--- config.mk ---
export PLATFORM = sky130hd
export DESIGN_NAME = mem_refill_arbiter
export DESIGN_NICKNAME = d
export VERILOG_FILES = /design/src/rtl/mem_refill_arbiter.sv
export SDC_FILE = /design/constraint.sdc
export NUM_CORES = 1
export LEC_CHECK = 0
export CAP_MARGIN = 20
export CORE_AREA = 5 5 102 104
export CTS_BUF_LIST = sky130_fd_sc_hd__clkbuf_2
export DETAILED_ROUTE_END_ITERATION = 10
export DIE_AREA = 0 0 107 109
export PLACE_DENSITY = 0.76
export REMOVE_ABC_BUFFERS = 1
export SLEW_MARGIN = 0
export SYNTH_ARGS = -nofsm -noshare
export SYNTH_HDL_FRONTEND = slang
export SYNTH_SLANG_ARGS = --single-unit
--- constraint.sdc ---
create_clock -name clk -period 3 [get_ports clk]
set_clock_uncertainty 0.1 [all_clocks]
set_input_delay 0.6 -clock clk [delete_from_list [all_inputs] [get_ports clk]]
set_output_delay 0.6 -clock clk [all_outputs]
set_load 0.05 [all_outputs]
--- src/rtl/mem_refill_arbiter.sv ---
// mem_refill_arbiter: shares one main-memory port between the I-cache refill
// engine and the D-cache refill/write-back engine. One requester is granted
// at a time and runs a fixed line burst of BURST_LEN word beats.
// Optional feature macro: MEM_ARB_CRITICAL_WORD_FIRST_EN
//   defined   -> refill bursts start at the missed word and wrap in the line
//   undefined -> every burst starts at word 0 of the line
module mem_refill_arbiter #(
  parameter int ADDR_WIDTH = 32,
  parameter int DATA_WIDTH = 32,
  parameter int BURST_LEN  = 4
) (
  input  logic                         clk,
  input  logic                         rst,
  input  logic                         ic_req_i,
  input  logic [ADDR_WIDTH-1:0]        ic_addr_i,
  output logic [DATA_WIDTH-1:0]        ic_rdata_o,
  output logic                         ic_rvalid_o,
  output logic [$clog2(BURST_LEN)-1:0] ic_beat_o,
  output logic                         ic_done_o,
  input  logic                         dc_req_i,
  input  logic                         dc_we_i,
  input  logic [ADDR_WIDTH-1:0]        dc_addr_i,
  input  logic [DATA_WIDTH-1:0]        dc_wdata_i,
  output logic [DATA_WIDTH-1:0]        dc_rdata_o,
  output logic                         dc_rvalid_o,
  output logic                         dc_wready_o,
  output logic [$clog2(BURST_LEN)-1:0] dc_beat_o,
  output logic                         dc_done_o,
  output logic                         mem_valid_o,
  output logic                         mem_we_o,
  output logic [ADDR_WIDTH-1:0]        mem_addr_o,
  output logic [DATA_WIDTH-1:0]        mem_wdata_o,
  input  logic                         mem_ready_i,
  input  logic [DATA_WIDTH-1:0]        mem_rdata_i,
  output logic                         busy_o
);

  localparam int BEAT_W  = $clog2(BURST_LEN);
  localparam int BYTE_SH = $clog2(DATA_WIDTH / 8);
  localparam int LINE_SH = BEAT_W + BYTE_SH;

  typedef enum logic [1:0] {
    IDLE  = 2'd0,
    BURST = 2'd1,
    DONE  = 2'd2
  } state_t;

  typedef enum logic {
    OWN_IC = 1'b0,
    OWN_DC = 1'b1
  } owner_t;

  state_t                  r_state;
  owner_t                  r_owner;
  owner_t                  r_lastGrant;
  logic [BEAT_W-1:0]       r_beat;
  logic [ADDR_WIDTH-1:0]   r_base;
  logic                    r_we;

  logic                    w_reqAny;
  logic                    w_grantDc;
  owner_t                  w_grantOwner;
  logic [ADDR_WIDTH-1:0]   w_icBase;
  logic [ADDR_WIDTH-1:0]   w_dcBase;
  logic [BEAT_W-1:0]       w_wordIdx;
  logic                    w_inBurst;
  logic                    w_ownerDc;
  logic                    w_unusedLowBits;

  // Arbitration: a lone requester wins, a tie goes to whoever did not win last.
  assign w_reqAny     = ic_req_i | dc_req_i;
  assign w_grantDc    = dc_req_i & (~ic_req_i | (r_lastGrant == OWN_IC));
  assign w_grantOwner = w_grantDc ? OWN_DC : OWN_IC;

  // Line base addresses: clear the word and byte offset within the line.
  assign w_icBase = {ic_addr_i[ADDR_WIDTH-1:LINE_SH], {LINE_SH{1'b0}}};
  assign w_dcBase = {dc_addr_i[ADDR_WIDTH-1:LINE_SH], {LINE_SH{1'b0}}};

  // The in-line offset bits only matter for the critical-word start index.
  assign w_unusedLowBits = ^{ic_addr_i[LINE_SH-1:0], dc_addr_i[LINE_SH-1:0]};

  assign w_inBurst = (r_state == BURST);
  assign w_ownerDc = (r_owner == OWN_DC);
  assign busy_o    = (r_state != IDLE);

  // Main FSM: grant in IDLE, count completed beats in BURST, one DONE cycle.
  always_ff @(posedge clk) begin
    if (rst) begin
      r_state     <= IDLE;
      r_owner     <= OWN_IC;
      r_lastGrant <= OWN_IC;
      r_beat      <= '0;
      r_base      <= '0;
      r_we        <= 1'b0;
    end else begin
      unique case (r_state)
        IDLE: begin
          if (w_reqAny) begin
            r_state     <= BURST;
            r_owner     <= w_grantOwner;
            r_lastGrant <= w_grantOwner;
            r_beat      <= '0;
            r_base      <= w_grantDc ? w_dcBase : w_icBase;
            r_we        <= w_grantDc & dc_we_i;
          end
        end
        BURST: begin
          if (mem_ready_i) begin
            r_beat <= r_beat + 1'b1;
            if (r_beat == BEAT_W'(BURST_LEN - 1)) begin
              r_state <= DONE;
            end
          end
        end
        DONE: begin
          r_state <= IDLE;
        end
        default: begin
          r_state <= IDLE;
        end
      endcase
    end
  end

`ifdef MEM_ARB_CRITICAL_WORD_FIRST_EN
  logic [BEAT_W-1:0] r_start;

  // Capture the missed word as the burst start; write-backs always start at 0.
  always_ff @(posedge clk) begin
    if (rst) begin
      r_start <= '0;
    end else if ((r_state == IDLE) && w_reqAny) begin
      if (w_grantDc) begin
        r_start <= dc_we_i ? '0 : dc_addr_i[LINE_SH-1:BYTE_SH];
      end else begin
        r_start <= ic_addr_i[LINE_SH-1:BYTE_SH];
      end
    end
  end

  assign w_wordIdx = r_start + r_beat;
`else
  assign w_wordIdx = r_beat;
`endif

  // Output decode: memory beat request, per-owner data handshakes and done.
  always_comb begin
    ic_rdata_o  = '0;
    ic_rvalid_o = 1'b0;
    ic_beat_o   = '0;
    ic_done_o   = 1'b0;
    dc_rdata_o  = '0;
    dc_rvalid_o = 1'b0;
    dc_wready_o = 1'b0;
    dc_beat_o   = '0;
    dc_done_o   = 1'b0;
    mem_valid_o = 1'b0;
    mem_we_o    = 1'b0;
    mem_addr_o  = '0;
    mem_wdata_o = '0;
    if (w_inBurst) begin
      mem_valid_o = 1'b1;
      mem_we_o    = r_we;
      mem_addr_o  = r_base + (ADDR_WIDTH'(w_wordIdx) << BYTE_SH);
      mem_wdata_o = r_we ? dc_wdata_i : '0;
      if (w_ownerDc) begin
        dc_beat_o = w_wordIdx;
      end else begin
        ic_beat_o = w_wordIdx;
      end
      if (mem_ready_i) begin
        if (w_ownerDc) begin
          if (r_we) begin
            dc_wready_o = 1'b1;
          end else begin
            dc_rvalid_o = 1'b1;
            dc_rdata_o  = mem_rdata_i;
          end
        end else begin
          ic_rvalid_o = 1'b1;
          ic_rdata_o  = mem_rdata_i;
        end
      end
    end
    if (r_state == DONE) begin
      if (w_ownerDc) begin
        dc_done_o = 1'b1;
      end else begin
        ic_done_o = 1'b1;
      end
    end
  end

endmodule

==> impl_metrics.yaml, run 1 <==
setup_path:
  r2r_start: "r_lastGrant"
  crit_chain: "clkdlybuf4s50_1, nand3b_1, nor3b_2, buf_12, and2_1, buf_12"
  path_delay_family: "buffers and inverters"
  worstPathRequired_ns: 2.30
  cp_max_fo: 33
  r2r_cells: 4
  critPathKind: "input port to output port"
  slowest_stage: "clkdlybuf4s50_1"
  rr_endpoint: "r_base[26]"
  cp-start-kind: "input port"
  cp.arrival_ns: 2.11
  crit_path_max_incr_delay_ns: 0.52
  crit_buf_inv: 3
  crit_top_cell: "buf_12"
  r2r_setup_slack_ns: 1.15
  endpoint_kind: "output port"
yosys:
  synth_cell_types: 31
  synth.area.mux_share: 0
  ys_ff_latch: 34
  synth-main-ff-cell: "dfxtp_1"
  synth_xor_xnor_area_share: 0
  syn_avg_cell_area_um2: 7.222
  synth_largest_area_cell: "dfxtp_1"
  synthArstFlopShare: 0
  yosysWarnings: 0
  seq_area_frac_synth: 0.2716
  synthCells: 347
  yosys.area_share.simple: 0.4608
  synth_compound_area_frac: 0.1832
  synth-edff-count: 0
  netlist.area_leader.share: 0.2716
  synth.area.top_cells: "dfxtp_1 (27%), and2_1 (24%), a311oi_1 (9.8%)"
  synth_area_mm2: 0.002506
  synth_top_family_by_area: "simple AND/OR/NAND/NOR gates"
  synth_fa_ha_area_frac: 0.004993
timing:
  max_freq_mhz: 355.9
  finalSetupViolCount: 0
  min_period_ns: 2.810
  rsz0062_at_grt: "no"
  slew-limit-headroom: 0.5244
  worst_slew_pin_slew_ns: 0.7111
  timing.final.ws_setup_ns: 0.1899
  slew_viol_final: 0
  finalHoldViolCount: 0
  fin_crit_sh: 0.9367
clocking:
  cts_tree: "yes"
  clk_latency_ns: 0.35
  cts_hold_buf: 0
  numCtsBuffers: 5
  clockBufferDepth: 2
  clk_pin_slew_ns: 0.16
  htreeDepth: 2
  clock_sinks: 34
  cts-root-buf: "clkbuf_2"
  cts_setup_buffers: 0
placed_design:
  dp_hpwl_um: 11210
  dpl_worst_slack_ns: 0.1767
  gp_congestion: 0.8436
  io_buffers: 263
grt:
  grt_overflow: 0
  grt_max_degree: 36
  antenna_found_initial: 1
  grt_pass1_wl_um: 19470
  grt_usage: 0.2145
  grt_pass1_vias: 3463
detailed_routing:
  totalWireLength_um: 13400
  wl_per_cell_um: 18.90
  vias_per_cell: 4.979
  postRouteAntennaNets: 0
  first_pass_iters: 5
  drc: 0
  dr_total_vias: 3530
  drt_iter0_drc: 241
min_path:
  hold_path_end: "r_base[8]"
  hold_class: "register to register"
  min_path_cells: 2
  min_from: "r_base[8]"
final_layout:
  fillers: 748
  syn_to_final_growth_pct: 148.2
  nets: 730
  drive_gt1_frac: 0.2727
  finalCoreUtilization: 0.6577
power_and_ir_drop:
  clkPwrFrac: 0.126
  peakVddDrop_mv: 0.2372
  p_seq_frac: 0.344
  switching_share: 0.3902
  power.leakage_uw: 0.002668
  comb_power_share: 0.530
  p_per_area_mw_per_mm2: 243.1
  p_int_uw: 922.3
  power.switching_uw: 590.0
die:
  dieArea_mm2: 0.01166
  fp.dieH_um: 109
  start_util: 0.2649
  die_x_um: 107
  rows: 36
  core_mm2: 0.009459
  boundaryPins: 274
status:
  status: "finished, final reports clean"
flow_run:
  cap_violations: 0
## cell usage after synthesis, types with 8 or more instances
library cell and count:
and2_1 95, clkbuf_1 10, a311oi_1 28, nand2_1 59, dfxtp_1 34, a21oi_1 32, buf_4 8, and3_1 34
buf_2 16
## metrics by stage
stage	hold WS, ns	TNS, ns	instance area, um2	power [uW]	std cells
floorplan	0.3833	-31.04	2318	891.1	311
global placement	0.3986	0	6187	1315	702
detailed placement	0.4075	0	6187	1330	702
CTS	0.4273	0	6217	1523	708
global route	0.4419	0	6221	1589	709
finish	0.4261	0	6221	1512	709
## layout by cell type (no fill, tap or decap)
cell	count
clkdlybuf4s50_1	128
buf_12	106
and2_1	95
nand2_1	59
buf_4	43
and3_1	34
dfxtp_1	34
a21oi_1	32
a311oi_1	28
clkbuf_2	5
and3b_1	2
nor2b_1	2
nor2_2	2
nor3b_1	2
nor2_1	2
o211ai_1	2
o21ai_0	2
nand3_1	2
conb_1	2
diode_2	1
and2b_4	1
nand3b_1	1
nor3b_2	1
inv_2	1
nor2_4	1
a21bo_1	1
a21boi_2	1
or2_1	1
or2_2	1
a22oi_1	1
ha_1	1
clkinv_1	1
## logic make-up after synthesis
logic type | after synthesis
and+or+nand+nor | 206
AOI/OAI and AO/OA | 67
buffers and inverters | 38
DFF | 34
adders and majority gates | 1
other | 1
## metal layers
layer / up-vias / share of wire / global-route usage
li1: 1675 / - / -
met1: 1614 / 0.35 / 0.2233
met2: 217 / 0.53 / 0.4173
met3: 24 / 0.088 / 0.05980
met4: 0 / 0.026 / 0.06301
met5: - / 0 / 0
## power by group through the flow
| stage | Combinational (uW) | Sequential [uW] | Clock [uW] |
|---|---|---|---|
| CTS | 804 | 519 | 199 |
| global placement | 789 | 526 | 0 |
| global route | 845 | 526 | 219 |
| floorplan | 367 | 524 | 0 |
| finish | 802 | 520 | 190 |
| detailed placement | 802 | 529 | 0 |
## sequential cells by signal, indices dropped and copies added (netlist names)
register / count
r_base: 28
r_beat: 2
r_state: 2
r_lastGrant: 1
r_we: 1
## area by class of cell
| type | instances | area [um2] | share of cell area |
|---|---|---|---|
| diodes | 1 | 2.502 | 0.0004023 |
| repair buffers | 277 | 3726 | 0.5990 |
| clock buffers | 5 | 25.02 | 0.004023 |
| well taps | 114 | 142.6 | 0.02293 |
| multi-input cells | 276 | 1637 | 0.2631 |
| flip-flops and latches | 34 | 680.7 | 0.1094 |
| clock inverters | 1 | 3.754 | 0.0006034 |
| inverters | 1 | 3.754 | 0.0006034 |
## repair_timing
action / 4_1_cts / 5_1_grt
resized for setup: 1 / 1
pin swaps: 0 / 0
hold endpoints to repair: 0 / 0
setup endpoints to repair: 26 / 24
## tightest hold or removal path: stages (launching register included)
cell and delay (ns):
dfxtp_1 0.34, a21oi_1 0.11, a311oi_1 0.05
## how the worst max path moves through the flow
| stage | from | to | slack [ns] | depth (start not counted) |
|---|---|---|---|---|
| finish | mem_ready_i | dc_rdata_o[18] | 0.19 | 6 |
| floorplan | r_state[1] | ic_rdata_o[0] | -0.65 | 3 |
| global route | r_state[0] | ic_beat_o[1] | 0.006 | 5 |
| detailed placement | mem_ready_i | dc_rdata_o[18] | 0.18 | 6 |
| CTS | r_state[0] | ic_beat_o[1] | 0.08 | 5 |
| global placement | mem_ready_i | dc_rdata_o[10] | 0.21 | 6 |
Note: power is estimated with default switching activity, not from simulation.
==> run 2: changes to the inputs <==
--- a/config.mk
+++ b/config.mk
@@ -5,11 +5,13 @@
 export SDC_FILE = /design/constraint.sdc
 export NUM_CORES = 1
 export LEC_CHECK = 0
+export ABC_CLOCK_PERIOD_IN_PS = 3000
 export CAP_MARGIN = 20
 export CORE_AREA = 5 5 102 104
 export CTS_BUF_LIST = sky130_fd_sc_hd__clkbuf_2
 export DETAILED_ROUTE_END_ITERATION = 10
 export DIE_AREA = 0 0 107 109
+export HOLD_SLACK_MARGIN = 0.08
 export PLACE_DENSITY = 0.76
 export REMOVE_ABC_BUFFERS = 1
 export SLEW_MARGIN = 0
==> results of run 2 <==
Final layout, timing and power as in run 1 (identical DEF).
==> run 3: changes to the inputs <==
--- a/config.mk
+++ b/config.mk
@@ -18,3 +18,4 @@
 export SYNTH_ARGS = -nofsm -noshare
 export SYNTH_HDL_FRONTEND = slang
 export SYNTH_SLANG_ARGS = --single-unit
+export TNS_END_PERCENT = 1
==> results of run 3 <==
Final layout, timing and power as in run 1 (identical DEF).
